==> src/rtl/usb_token_rx.sv <==
// Byte-serial USB token receiver: PID/complement check, CRC5 residual, address/endpoint qualify, SOF decode.
// Define USB_TOKEN_PING_EN to accept PING (0100) as a token; otherwise PING packets are discarded.
module usb_token_rx #(
    parameter int NUM_ENDP    = 4,
    parameter bit ADDR_FILTER = 1'b1
) (
    input  logic        clk,
    input  logic        reset_n,
    input  logic        rx_active,
    input  logic        rx_valid,
    input  logic [7:0]  rx_data,
    input  logic        rx_error,
    input  logic [6:0]  dev_addr,
    output logic        token_valid,
    output logic [3:0]  token_pid,
    output logic [3:0]  token_endp,
    output logic        sof_valid,
    output logic [10:0] frame_no,
    output logic        pid_err,
    output logic        crc_err,
    output logic        ep_err
);

    typedef enum logic [2:0] {IDLE, PID, B1, B2, TAIL, DISCARD} state_t;

    localparam logic [3:0] PID_OUT   = 4'b0001;
    localparam logic [3:0] PID_IN    = 4'b1001;
    localparam logic [3:0] PID_SETUP = 4'b1101;
    localparam logic [3:0] PID_SOF   = 4'b0101;
    localparam logic [3:0] PID_PING  = 4'b0100;
    localparam logic [4:0] CRC_RESIDUAL = 5'b01100;
    localparam logic [4:0] NUM_ENDP_W   = 5'(NUM_ENDP);
`ifdef USB_TOKEN_PING_EN
    localparam bit PING_OK = 1'b1;
`else
    localparam bit PING_OK = 1'b0;
`endif

    // x^5+x^2+1, bits consumed LSB first as they appeared on the wire
    function automatic logic [4:0] crc5_byte(input logic [4:0] crc_in, input logic [7:0] din);
        logic [4:0] c;
        logic       fb;
        c = crc_in;
        for (int i = 0; i < 8; i++) begin
            fb = c[4] ^ din[i];
            c  = {c[3:0], 1'b0} ^ (fb ? 5'b00101 : 5'b00000);
        end
        return c;
    endfunction

    state_t      state_q, state_d;
    logic        armed_q, armed_d;
    logic [3:0]  pid_q, pid_d;
    logic [7:0]  b1_q, b1_d;
    logic [2:0]  endp_hi_q, endp_hi_d;
    logic [4:0]  crc_q, crc_d;
    logic        token_valid_q, token_valid_d;
    logic [3:0]  token_pid_q, token_pid_d;
    logic [3:0]  token_endp_q, token_endp_d;
    logic        sof_valid_q, sof_valid_d;
    logic [10:0] frame_no_q, frame_no_d;
    logic        pid_err_q, pid_err_d;
    logic        crc_err_q, crc_err_d;
    logic        ep_err_q, ep_err_d;

    logic       pid_comp_ok, pid_is_token;
    logic [6:0] rx_addr;
    logic [3:0] rx_endp;

    assign pid_comp_ok  = (rx_data[7:4] == ~rx_data[3:0]);
    assign pid_is_token = (rx_data[3:0] == PID_OUT) || (rx_data[3:0] == PID_IN) ||
                          (rx_data[3:0] == PID_SETUP) || (rx_data[3:0] == PID_SOF) ||
                          (PING_OK && (rx_data[3:0] == PID_PING));
    assign rx_addr = b1_q[6:0];
    assign rx_endp = {endp_hi_q, b1_q[7]};

    always_comb begin
        state_d       = state_q;
        armed_d       = ~rx_active;
        pid_d         = pid_q;
        b1_d          = b1_q;
        endp_hi_d     = endp_hi_q;
        crc_d         = crc_q;
        token_pid_d   = token_pid_q;
        token_endp_d  = token_endp_q;
        frame_no_d    = frame_no_q;
        token_valid_d = 1'b0;
        sof_valid_d   = 1'b0;
        pid_err_d     = 1'b0;
        crc_err_d     = 1'b0;
        ep_err_d      = 1'b0;
        case (state_q)
            // armed_q keeps a packet that was already in flight at reset from being picked up mid-way
            IDLE: if (rx_active && armed_q) state_d = PID;
            PID: begin
                if (rx_error)       state_d = DISCARD;
                else if (!rx_active) state_d = IDLE;
                else if (rx_valid) begin
                    if (!pid_comp_ok) begin
                        pid_err_d = 1'b1;
                        state_d   = DISCARD;
                    end else if (pid_is_token) begin
                        pid_d   = rx_data[3:0];
                        crc_d   = 5'b11111;
                        state_d = B1;
                    end else begin
                        state_d = DISCARD;
                    end
                end
            end
            B1: begin
                if (rx_error)       state_d = DISCARD;
                else if (!rx_active) state_d = IDLE;
                else if (rx_valid) begin
                    b1_d    = rx_data;
                    crc_d   = crc5_byte(crc_q, rx_data);
                    state_d = B2;
                end
            end
            B2: begin
                if (rx_error)       state_d = DISCARD;
                else if (!rx_active) state_d = IDLE;
                else if (rx_valid) begin
                    endp_hi_d = rx_data[2:0];
                    crc_d     = crc5_byte(crc_q, rx_data);
                    state_d   = TAIL;
                end
            end
            TAIL: begin
                if (rx_error) state_d = DISCARD;
                else if (!rx_active) begin
                    state_d = IDLE;
                    if (crc_q != CRC_RESIDUAL) begin
                        crc_err_d = 1'b1;
                    end else if (pid_q == PID_SOF) begin
                        sof_valid_d = 1'b1;
                        frame_no_d  = {endp_hi_q, b1_q};
                    end else if (!ADDR_FILTER || (rx_addr == dev_addr)) begin
                        if ({1'b0, rx_endp} >= NUM_ENDP_W) begin
                            ep_err_d = 1'b1;
                        end else begin
                            token_valid_d = 1'b1;
                            token_pid_d   = pid_q;
                            token_endp_d  = rx_endp;
                        end
                    end
                end else if (rx_valid) state_d = DISCARD;
            end
            DISCARD: if (!rx_active) state_d = IDLE;
            default: state_d = IDLE;
        endcase
    end

    always_ff @(posedge clk) begin
        if (!reset_n) begin
            state_q       <= IDLE;
            armed_q       <= 1'b0;
            pid_q         <= 4'b0000;
            b1_q          <= 8'h00;
            endp_hi_q     <= 3'b000;
            crc_q         <= 5'b11111;
            token_valid_q <= 1'b0;
            token_pid_q   <= 4'b0000;
            token_endp_q  <= 4'b0000;
            sof_valid_q   <= 1'b0;
            frame_no_q    <= 11'd0;
            pid_err_q     <= 1'b0;
            crc_err_q     <= 1'b0;
            ep_err_q      <= 1'b0;
        end else begin
            state_q       <= state_d;
            armed_q       <= armed_d;
            pid_q         <= pid_d;
            b1_q          <= b1_d;
            endp_hi_q     <= endp_hi_d;
            crc_q         <= crc_d;
            token_valid_q <= token_valid_d;
            token_pid_q   <= token_pid_d;
            token_endp_q  <= token_endp_d;
            sof_valid_q   <= sof_valid_d;
            frame_no_q    <= frame_no_d;
            pid_err_q     <= pid_err_d;
            crc_err_q     <= crc_err_d;
            ep_err_q      <= ep_err_d;
        end
    end

    assign token_valid = token_valid_q;
    assign token_pid   = token_pid_q;
    assign token_endp  = token_endp_q;
    assign sof_valid   = sof_valid_q;
    assign frame_no    = frame_no_q;
    assign pid_err     = pid_err_q;
    assign crc_err     = crc_err_q;
    assign ep_err      = ep_err_q;

endmodule

==> config.mk <==
export PLATFORM = sky130hd
export DESIGN_NAME = usb_token_rx
export DESIGN_NICKNAME = d
export VERILOG_FILES = /design/src/rtl/usb_token_rx.sv
export SDC_FILE = /design/constraint.sdc
export NUM_CORES = 1
export LEC_CHECK = 0
export ABC_AREA = 1
export CAP_MARGIN = 20
export CORE_UTILIZATION = 53
export CTS_CLUSTER_DIAMETER = 120
export CTS_CLUSTER_SIZE = 20
export DETAILED_ROUTE_END_ITERATION = 8
export PLACE_DENSITY = 0.78
export SYNTH_ARGS = -nofsm -noshare
export SYNTH_HDL_FRONTEND = slang
export SYNTH_SLANG_ARGS = --single-unit
==> constraint.sdc <==
create_clock -name clk -period 1.8 [get_ports clk]
set_clock_uncertainty 0.2 [all_clocks]
set_input_delay 0.27 -clock clk [delete_from_list [all_inputs] [get_ports clk]]
set_output_delay 0.27 -clock clk [all_outputs]
set_load 0.01 [all_outputs]
==> impl.org, run 1 <==
** Outcome
- Result of the run :: finished, violations left
- Violations in the final reports :: DRC

** Clocking
- Cts-stage hold buffer count :: 0
- H-Tree Depth :: 2
- Longest Clk Path Bufs :: 2
- Clock buffer count from CTS :: 5
- CTS clk-pin slew, worst paths :: 0.09 ns
- TritonCTS built the clock tree.
- For this design, the sink count on the clock tree is 48.
- The tree is rooted in a sky130_fd_sc_hd__clkbuf_8.
- The later pin in the worst-skew pair is clocked with a latency of 0.30 ns.

** Route
- In this run, the number of DRC markers left after iteration 0 of detailed routing was 176.
- Summed over all layers, the routed wires come to 6090 µm.
- Drc violations :: 14
- In the final routed layout, each cell accounts on average for 11.8 µm.
- Summing over every cut layer, the via total after detailed routing is 2564.
- The first detailed-routing pass ran for 7 iterations.
- Final antenna-violating net count :: 0
- Post-DR vias/cell :: 4.97

** Setup path
- On the worst path, the slowest cell contributes a delay of 0.56 ns.
- Walking the worst path, the cells encountered are clkdlybuf4s50_1.
- Type of origin of the critical path :: flop
- The number of buffers and inverters on the critical path is 1.
- At the worst endpoint, the arrival time is 1.21 ns.
- Endpoint type of the worst setup path :: output pin
- In this run the number of cells on the critical path is 1.
- Critical Path RT :: 1.33 ns
- The critical path is of the flop to output pin type.
- In this design, the largest share of critical-path delay is due to buffers and inverters.
- Along the worst path, the maximum fanout reaches 2.
- On the critical path, the stage with the largest delay is an instance of sky130_fd_sc_hd__clkdlybuf4s50_1.
- Number of cells on the worst reg-to-reg path :: 6

** Global routing
- Largest net degree at the start of global routing :: 28
- For this run, the total global-route usage over all layers was measured as 25.5%.
- For this run, global-route usage on met3 was measured as 3.85%.
- The first global-routing pass estimated 10000 µm of wire.
- Global routing finished with a remaining overflow of 0.
- Number of global-route vias before repair :: 2283
- The layer flagged by global routing as most heavily used is met2.
- Initial antenna violation count :: 0
- For this run, global-route usage on met1 was measured as 33.6%.
- For this run, global-route usage on met2 was measured as 41.3%.

** Place
- Number of input and output port buffers inserted :: 43
- At the end of routability-driven placement, the weighted congestion stood at 0.906.
- Half-perimeter wire length after detailed placement :: 4670 µm
- In this run the cell area measured after placement is 3210 µm².
- The number of placed instances, taps included, is 506.

** Finish
- With fillers left out, the area of the finished cells amounts to 3350 µm².
- Layout area overhead :: 33.3%
- Final non-filler cell total :: 516
- Counting the fill cells in the layout gives 383.
- Cells with a size suffix above 1 make up 15.9% of the layout.
- Number of antenna repair diodes :: 0
- The net count of the finished layout is 483.

** Die
- The die is 70.9 µm wide.
- Effective utilization at floorplan :: 56.6%
- Number of top-level design ports :: 44
- The floorplan has 24 rows.
- Core region area :: 4440 µm²
- Area enclosed by the die boundary :: 5020 µm²
- The floorplan step set the die height to 70.9 µm.

** Timing
- Final Hold Viols :: 0
- Dividing the final minimum period by the clock period gives 93.4%.
- At the pin with the least slew margin, the transition time is 0.346 ns.
- Final number of setup-violating endpoints :: 0
- Hold WS :: 0.108 ns
- Slew Limit Headroom :: 76.8%
- Peak clock frequency supported by timing :: 0.595 GHz
- Shortest period the worst path allows :: 1.68 ns
- The final number of max-transition violations was 0.
- Setup repair after global routing missed its margin :: false

** Synth
- The share of the Yosys chip area taken by registers is 38.2%.
- Fraction of synthesized cell area taken by the top area cell type :: 38.2%
- In the synthesized netlist, the number of instances is 387.
- In the post-synthesis netlist, the cell with the most instances is sky130_fd_sc_hd__nand2_1.
- Number of unique standard cell types used by synthesis :: 29
- Cell area after synthesis :: 2510 µm²
- Synth Area per Inst :: 6.50 µm²
- In the synthesized netlist the async set-or-reset flop fraction comes to 0%.
- Leading area contributor after synthesis :: sky130_fd_sc_hd__dfxtp_1
- Number of flip-flops and latches in the synthesized netlist :: 48
- In the synthesized netlist the dominant register cell turns out to be sky130_fd_sc_hd__dfxtp_1.
- The Yosys step of the flow raised 0 warnings.
- The number of nets in the synthesized netlist is 407.
- Yosys attributes the largest share of cell area to sky130_fd_sc_hd__dfxtp_1 (38%), sky130_fd_sc_hd__nand2_1 (19%), sky130_fd_sc_hd__inv_1 (6.6%), sky130_fd_sc_hd__nor2_1 (6.3%), sky130_fd_sc_hd__a21oi_1 (5.8%).
- List of most frequent post-synthesis cells :: sky130_fd_sc_hd__nand2_1 (124), sky130_fd_sc_hd__dfxtp_1 (48), sky130_fd_sc_hd__inv_1 (44), sky130_fd_sc_hd__nor2_1 (42), sky130_fd_sc_hd__a21oi_1 (29)
- Counting flops with a built-in enable in the synthesized netlist gives 0.

** Power
- Leakage dissipation :: 1.67 nW
- Power density cells :: 792 nW/µm²
- IR drop worst, VDD :: 0.000543 V

** Hold path
- The worst hold path passes through 3 cells.
- Worst hold path type :: input port to flop

** Job
- The tool flagged a number of max-cap violations equal to 0.
cells in the final DEF, fill, tap and decap left out, types with 8 or more instances in the layout:
cell type and n:
sky130_fd_sc_hd__a21oi_1 29, sky130_fd_sc_hd__clkdlybuf4s50_1 38, sky130_fd_sc_hd__nor2_1 39, sky130_fd_sc_hd__inv_2 8
sky130_fd_sc_hd__nand2_1 123, sky130_fd_sc_hd__inv_1 43, sky130_fd_sc_hd__buf_4 35, sky130_fd_sc_hd__nand3_1 22
sky130_fd_sc_hd__o21ai_0 27, sky130_fd_sc_hd__dfxtp_1 48
routing by layer:
metal / share of wire [%] / wire length [µm] / up-vias
met5: 0 / 0 / -
met3: 4.4 / 269 / 8
met2: 48 / 2920 / 65
li1: - / - / 1375
met1: 46 / 2820 / 1116
met4: 1.4 / 84 / 0
registers in the layout, indices dropped and copies added, names as in the netlist, 3 cells and up:
signal	count
frame_no	11
b1_q	8
crc_q	5
pid_q	4
token_endp	4
token_pid	4
endp_hi_q	3
state_q	3
kinds of logic after synthesis:
kind of cell,Yosys count,share of synthesized area (%)
compound gates,61,12.4
xor+xnor,3,1.05
simple gates,213,38.3
flops,48,38.2
buf+inv,62,10.0
through the flow:
step	util, %	setup WS [ns]	power (W)	TNS, ns
after floorplan	-	0.257	0.00174	0
after global placement	72.2	-0.283	0.00198	-6.60
after detailed placement	72.2	-0.336	0.00199	-8.21
after CTS	74.4	0.0172	0.00266	0
after global routing	75.4	0.00109	0.00283	0
final	75.4	0.119	0.00265	0
where the power goes:
group          leakage (nW)  switching, W  total, W  internal (W)
registers             0.388     0.0000685   0.00118       0.00111
logic                  1.24      0.000484  0.000800      0.000315
clock network        0.0434      0.000360  0.000672      0.000311
total                  1.67      0.000913   0.00265       0.00174
worst min-delay path, delay by kind of cell:
| kind | cells | cell delay, ns |
|---|---|---|
| simple gates | 2 | 0.15 |
| buf+inv | 1 | 0.15 |
final timing paths:
kind | slack, ns | startpoint | endpoint
max | 0.12 | token_endp[3] | token_endp[3]
min reg2reg | 0.26 | token_endp[2] | token_endp[2]
max reg2reg | 0.12 | state_q[1] | frame_no[3]
min | 0.11 | rx_data[3] | pid_q[3]
cell type report:
cell class              instances  area (µm²)  share of cell area, %
clock buffers                   6        82.6                   2.46
inverters                      52         195                   5.82
repair buffers                 78         702                   20.9
flip-flops and latches         48         961                   28.7
clock inverters                 2        15.0                  0.448
well taps                      52        65.1                   1.94
multi-input cells             278        1330                   39.7
repair_timing:
item | CTS | global route
gates cloned | 0 | 1
resized for setup | 1 | 11
pin swaps | 0 | 4
buffers inserted | 0 | 1
endpoints found under the setup margin | 2 | 19
Power figures use the tool's default switching activity.
==> inputs of run 2 (changes only) <==
CORE_UTILIZATION = 38   (was 53)
PLACE_DENSITY = 0.59   (was 0.78)
RECOVER_POWER = 25   (was default)
==> run 2 against run 1 <==
Compared with the run above:
- the run now ends clean
- global-route usage is 6.2 points lower
- register-to-register slack better by 0.04 ns
- sequential share of layout area down 0.59 points
- first-iteration DRC count fell by 41%
- via count down 0.94%
- critical path type unchanged
==> impl.org, run 2 (synthesis results as in run 1) <==
** Outcome
- Result of the run :: finished clean

** Clocking
- The root buffer cell chosen for the clock tree is sky130_fd_sc_hd__clkbuf_8.
- The number of hold buffers added after CTS is 0 (unchanged).
- Skew-Pair Late Insertion Delay :: 0.30 ns (about the same)
- Clock buffer count from CTS :: 5 (unchanged)
- H-Tree Depth :: 2 (unchanged)
- The number of sinks on the clock net is 48 (unchanged).
- TritonCTS clock tree :: done
- The worst-case clock buffer depth came to 2 (unchanged).
- CTS clk-pin slew, worst paths :: 0.09 ns (about the same)

** Power
- The total internal power came to 0.00184 W (+5.9%).
- The relative contribution of combinational cells to total power was 28.9% (-1.2 points).
- Share of total power in the clock network :: 28.1% (+2.8 points)
- The sequential share of power is 43.1% (-1.5 points).
- The worst ir drop on vdd came to 0.000493 V (-9.1%).
- Net switching power of the design :: 0.000921 W (+0.87%)
- Power density cells :: 803 nW/µm² (+1.5%)
- Leakage dissipation :: 1.73 nW (+3.9%)
- The fraction of power spent switching nets is 33.3% (-1.1 points).

** Route
- Final antenna-violating net count :: 0 (unchanged)
- The number of violations reported at the end of detailed-routing iteration 0 is 104 (-41%).
- The number of iterations in the first detailed-routing pass was 4 (-3).
- Wire length per cell :: 11.6 µm (-1.9%)
- Drc violations :: 0 (-14)
- The aggregate routed wire length came to 6290 µm (+3.2%).
- Post-DR vias/cell :: 4.68 (-5.9%)
- Total vias in the final route :: 2540 (-0.94%)

** Finish
- Share of cells above drive strength 1 :: 17.2% (+1.2 points)
- The utilization of the core after routing was 54.2% (-21 points).
- The final net count is 485 (+0.41%).
- Leading cell types in the layout, fill and taps excluded :: sky130_fd_sc_hd__nand2_1 (122), sky130_fd_sc_hd__dfxtp_1 (44), sky130_fd_sc_hd__inv_1 (42)
- The antenna diode count came to 0 (unchanged).
- Final instance area :: 3440 µm² (+2.7%)
- The library cell used most frequently in the layout, excluding fill and tap cells, is sky130_fd_sc_hd__nand2_1.
- The number of flip-flops under the largest register name was 11 (unchanged).
- Layout area overhead :: 36.9%

** Die
- The width of the die is 83.3 µm (+18%).
- The initial core utilization came to 39.6% (-17 points).
- Number of top-level design ports :: 44 (unchanged)
- The die height is 83.3 µm (+18%).
- Standard-cell rows :: 29 (+21%)
- Area enclosed by the die boundary :: 6940 µm² (+38%)
- Core region area :: 6350 µm² (+43%)

** Setup path
- The required time of the critical path came to 1.33 ns (about the same).
- End of the worst register-to-register path :: token_endp[1]
- Crit path arrival time :: 1.23 ns (+0.02 ns)
- On the critical path the largest part of the delay comes from buffers and inverters.
- Minimum setup slack among reg-to-reg paths :: 0.16 ns (+0.04 ns)
- Number of buffers and inverters on the critical path :: 1 (unchanged)
- Critical path start-end classification :: flop to output pin
- Number of cells on the worst reg-to-reg path :: 9 (+3)
- In this run the critical register-to-register path is launched from crc_q[1].
- Worst-path cell chain :: dlygate4sd3_1
- Slowest library cell on the worst path :: sky130_fd_sc_hd__dlygate4sd3_1
- Endpoint type of the worst setup path :: output pin
- The largest fanout on the critical path came to 2 (unchanged).
- The worst setup path is launched from a flop.
- The worst stage delay on the critical path was 0.60 ns (+0.04 ns).

** Hold path
- End point of the worst hold path :: pid_q[2]
- The count of cells along the worst hold path was 3 (unchanged).
- Hold path startpoint :: rx_data[2]
- In this run the worst hold path is classified as input port to flop.

** Timing
- Hold WS :: 0.0995 ns (-0.00893 ns)
- Final number of setup-violating endpoints :: 0 (unchanged)
- Worst Max-Slew Pin Slew :: 0.377 ns (+0.0306 ns)
- Summed negative setup slack over all endpoints :: 0 ns (unchanged)
- The minimum period implied by the final worst setup slack is 1.70 ns (+0.0180 ns).
- Final count of pins violating max slew :: 0 (unchanged)
- The worst slew slack as a fraction of its limit is 74.7% (-2.1 points).
- The count of endpoints failing hold in the final timing report came to 0 (unchanged).
- Final cycle utilization of the critical path :: 94.4% (+1.0 points)
- The highest clock frequency the design can meet came to 0.589 GHz (-1.1%).
- Setup repair after global routing left no endpoint under its margin.

** Place
- RD Place Congestion :: 0.846 (-6.6%)
- The detailed-placement wirelength estimate came to 4840 µm (+3.5%).
- The instance area at placement came to 3260 µm² (+1.6%).
- The quantity of I/O buffers inserted on ports came to 43 (unchanged).

** Global routing
- The via count of the first global-routing pass was 2357 (+3.2%).
- The wire length of the first global-routing pass was 10800 µm (+8.3%).
- Total grt overflow :: 0 (unchanged)
- The largest net degree at the start of global routing was 27 (-3.6%).
- Initial antenna violation count :: 0 (unchanged)
- Overall fraction of global-route tracks in use :: 19.3% (-6.2 points)

** Job
- The reported max-cap violation count came to 0 (unchanged).
-- run 2: cell types whose count changed in the layout (fill, tap and decap cells not counted), moves of 2 or more --
cell,delta
sky130_fd_sc_hd__clkbuf_1,+2
sky130_fd_sc_hd__dlygate4sd3_1,+6
sky130_fd_sc_hd__dfxtp_1,-4
sky130_fd_sc_hd__dlymetal6s2s_1,+3
sky130_fd_sc_hd__dfxtp_2,+4
sky130_fd_sc_hd__clkdlybuf4s50_1,-8
sky130_fd_sc_hd__clkinvlp_4,-2
-- run 2: repair_timing --
item / in CTS / in global routing
resized for setup: 1 / 21
gates cloned: 0 / 1
setup endpoints to repair: 6 / 22
pin swaps: 0 / 6
buffers inserted: 0 / 2
-- run 2: stage by stage --
stage          power (W)  setup WS (ns)  instances
6_report         0.00276          0.101        543
5_1_grt          0.00299        0.00101        543
4_1_cts          0.00277         0.0786        540
3_5_place_dp     0.00199         -0.342        532
3_3_place_gp     0.00198         -0.324        532
2_1_floorplan    0.00174          0.257        387
-- run 2: how the worst max path moves through the flow --
stage,startpoint,cells past startpoint,endpoint
after CTS,rx_data[6],10,pid_q[3]
after global placement,rx_active,9,token_pid[1]
after floorplan,state_q[2],7,frame_no[1]
after global routing,crc_q[4],9,token_endp[1]
after detailed placement,rx_active,9,token_pid[3]
final,frame_no[7],1,frame_no[7]
-- run 2: layer usage --
layer	wire length (µm)	global-route usage, %	vias up
li1	-	-	1373
met1	3140	26.9	1116
met2	2820	30.4	46
met3	274	3.78	5
met4	53	5.02	0
met5	0	0	-
-- run 2: final cells by class --
type	instances	area, µm²
multi-input combinational	278	1340
timing repair buffer	80	734
clock buffer	6	72.6
sequential	48	966
fill	625	2910
tap	77	96.3
clock inverter	2	35.0
inverter	52	195
-- run 2: worst reg2reg max path, cell delays in order (launching register included) --
cell and delay (ns):
sky130_fd_sc_hd__dfxtp_2 0.36, sky130_fd_sc_hd__nor2_2 0.14, sky130_fd_sc_hd__nand3_2 0.13, sky130_fd_sc_hd__nor2_4 0.15, sky130_fd_sc_hd__inv_2 0.06, sky130_fd_sc_hd__nor2_4 0.18, sky130_fd_sc_hd__nand3_4 0.15, sky130_fd_sc_hd__nand2_1 0.10
sky130_fd_sc_hd__nand2_1 0.05, sky130_fd_sc_hd__nor2_1 0.08
-- run 2: power groups by stage --
stage,combinational [W],clock [W],sequential (W)
6_report,0.000798,0.000776,0.00119
5_1_grt,0.000927,0.000860,0.00120
4_1_cts,0.000786,0.000800,0.00118
3_5_place_dp,0.000783,0,0.00121
3_3_place_gp,0.000774,0,0.00121
2_1_floorplan,0.000545,0,0.00119
==> inputs of run 3 (changes only) <==
PLACE_DENSITY = 0.69   (was 0.59)
==> run 3 against run 2 <==
Compared with the run above:
- sequential power about the same
- register-to-register slack about the same
- total power down 2.3%
- critical endpoint unchanged
- highest routed layer unchanged
- worst setup slack worse by 0.015 ns
- core utilization down 0.63 points
- sequential share of layout area up 0.26 points
- clock power down 10%
- non-clock buffer count down 1
- wire length down 2.0%
==> impl.org, run 3 (synthesis results as in run 1) <==
** Die
- The die area came to 6940 µm² (unchanged).
- Effective utilization at floorplan :: 39.6% (unchanged)
- Number of top-level design ports :: 44 (unchanged)
- Standard-cell rows :: 29 (unchanged)
- The floorplan core area came to 6350 µm² (unchanged).
- The die height was 83.3 µm (unchanged).
- Die Span X :: 83.3 µm (unchanged)

** Timing
- Shortest period the worst path allows :: 1.71 ns (+0.0150 ns)
- The worst hold margin was 0.137 ns (+0.0375 ns).
- The final number of max-transition violations is 0 (unchanged).
- The actual transition at the worst max-transition pin came to 0.266 ns (-0.111 ns).
- The highest clock frequency the design can meet was 0.583 GHz (-0.87%).
- The worst slew slack as a fraction of its limit came to 82.1% (+7.4 points).
- Setup repair after global routing missed its margin :: false
- The post-route clock period utilization is 95.2% (+0.83 points).
- The total setup violations reported at the end of the flow was 0 (unchanged).
- The count of endpoints failing hold in the final timing report was 0 (unchanged).
- The worst setup margin was 0.0858 ns (-0.0150 ns).
- Summed negative setup slack over all endpoints :: 0 ns (unchanged)

** Power
- The clock network fraction of design power is 25.8% (-2.3 points).
- The worst ir drop on vdd is 0.000494 V (+0.23%).
- The relative contribution of combinational cells to total power was 30.3% (+1.4 points).
- The fraction of power spent switching nets is 35.4% (+2.1 points).
- Leakage dissipation :: 1.74 nW (+0.36%)
- Internal portion of total power :: 0.00174 W (-5.4%)
- The power density over the cells is 794 nW/µm² (-1.1%).
- The switching power total came to 0.000957 W (+3.9%).
- The sequential share of power came to 43.9% (+0.8 points).

** Setup path
- In this design, the largest share of critical-path delay is due to buffers and inverters.
- Number of buffers and inverters on the critical path :: 1 (unchanged)
- The largest fanout on the critical path came to 2 (unchanged).
- The required time of the critical path came to 1.33 ns (about the same).
- STA classifies the critical path startpoint as a flop.
- Slowest library cell on the worst path :: sky130_fd_sc_hd__dlygate4sd3_1
- Traced cell by cell, the critical path runs through dlygate4sd3_1.
- Critical path start-end classification :: flop to output pin
- The worst stage delay on the critical path came to 0.60 ns (about the same).
- STA classifies the critical path endpoint as an output pin.
- The data arrival at the endpoint of the critical path was 1.24 ns (about the same).

** Route
- Total vias in the final route :: 2573 (+1.3%)
- The detail-routed net length per standard cell was 11.4 µm (-1.6%).
- Drc violations :: 0 (unchanged)
- The mean number of vias per cell is 4.76 (+1.7%).
- Final antenna-violating net count :: 0 (unchanged)
- DR iter-0 viols :: 81 (-22%)
- Total routed wirelength :: 6160 µm (-2.0%)
- First-pass DRT Iterations :: 4 (unchanged)

** Global routing
- The overall routing resource usage came to 18.4% (-0.85 points).
- The number of antenna violations at the first check in global routing was 0 (unchanged).
- Largest net degree at the start of global routing :: 27 (unchanged)
- The via count of the first global-routing pass is 2299 (-2.5%).
- Total grt overflow :: 0 (unchanged)
- The wire length of the first global-routing pass was 10400 µm (-3.9%).

** Clocking
- H-Tree Depth :: 2 (unchanged)
- Cts-stage hold buffer count :: 0 (unchanged)
- Longest Clk Path Bufs :: 2 (unchanged)
- CTS root buf :: sky130_fd_sc_hd__clkbuf_8
- TritonCTS clock tree :: done
- CTS clk-pin slew, worst paths :: 0.09 ns (about the same)
- Clock buffer count from CTS :: 5 (unchanged)
- Skew-Pair Late Insertion Delay :: 0.31 ns (about the same)
- Number of sinks driven by the clock tree :: 48 (unchanged)

** Place
- RD Place Congestion :: 0.899 (+6.2%)
- Worst setup slack after placement :: -0.318 ns (+0.0238 ns)
- Half-perimeter wire length after detailed placement :: 4780 µm (-1.1%)
- Number of input and output port buffers inserted :: 43 (unchanged)

** Finish
- The ratio of cells with drive above 1 in the final layout is 16.4% (-0.79 points).
- Leading cell types in the layout, fill and taps excluded :: sky130_fd_sc_hd__nand2_1 (123), sky130_fd_sc_hd__dfxtp_1 (46), sky130_fd_sc_hd__inv_1 (43)
- The final net count came to 483 (-0.41%).
- The library cell used most frequently in the layout, excluding fill and tap cells, is sky130_fd_sc_hd__nand2_1.
- Number of antenna repair diodes :: 0 (unchanged)
- From synthesis to final layout, the design area changed by 35.3%.
- Count of fill cells added during filler insertion :: 630 (+0.80%)
- The area used by multi-input combinational logic was 1330 µm² (-0.75%).
- Sequential Area :: 963 µm² (-0.26%)
- Max reg flops :: 11 (unchanged)

** Outcome
- The flow ran to the end, and the final reports show no timing, DRC or antenna violations.

** Hold path
- Worst hold path type :: input port to flop

** Job
- Max capacitance violation total :: 0 (unchanged)
[run 3: cell count changes in the layout (fill, tap and decap cells not counted), moves of 2 or more]
cell and change:
sky130_fd_sc_hd__clkdlybuf4s50_1 -2, sky130_fd_sc_hd__dfxtp_1 +2, sky130_fd_sc_hd__nand2_2 -2, sky130_fd_sc_hd__dfxtp_2 -2
sky130_fd_sc_hd__clkinvlp_4 +2
[run 3: cell type report]
class	count	share of cell area, %
Timing Repair Buffer	79	21.1
Tap cell	77	2.83
Inverter	52	5.74
Clock inverter	2	0.442
Sequential cell	48	28.3
Clock buffer	6	2.43
Multi-Input combinational cell	277	39.1
[run 3: repair_timing]
action | in CTS | in global routing
endpoints found under the setup margin | 0 | 27
resized for setup | 0 | 20
setup buffers | 0 | 3
endpoints found under the hold margin | 0 | 0
[run 3: layer usage]
metal	vias to the layer above	wire length (µm)	GRT usage, %
met3	10	244	4.37
li1	1360	-	-
met4	0	144	5.80
met5	-	0	0
met2	51	2840	30.3
met1	1152	2930	23.8
[run 3: final timing paths]
kind                      start            end  slack (ns)  depth (start not counted)
hold reg to reg   token_endp[3]  token_endp[3]        0.28                          2
setup / recovery    frame_no[7]    frame_no[7]        0.09                          1
hold / removal        rx_active        armed_q        0.14                          3
setup reg to reg     state_q[1]        b1_q[0]        0.15                          8
[run 3: stage by stage]
stage | cells | power (W) | util (%) | cell area [µm²]
global route | 541 | 0.00290 | 53.6 | 3400
detailed placement | 530 | 0.00200 | 50.9 | 3230
CTS | 538 | 0.00268 | 52.4 | 3330
finish | 541 | 0.00270 | 53.6 | 3400
floorplan | 387 | 0.00174 | - | 2510
global placement | 530 | 0.00198 | 50.9 | 3230
[run 3: power by group through the flow]
| stage | registers [W] | logic [W] | clock network [W] |
|---|---|---|---|
| 6_report | 0.00119 | 0.000818 | 0.000696 |
| 5_1_grt | 0.00120 | 0.000939 | 0.000763 |
| 4_1_cts | 0.00118 | 0.000807 | 0.000696 |
| 3_5_place_dp | 0.00120 | 0.000799 | 0 |
| 3_3_place_gp | 0.00120 | 0.000780 | 0 |
| 2_1_floorplan | 0.00119 | 0.000545 | 0 |
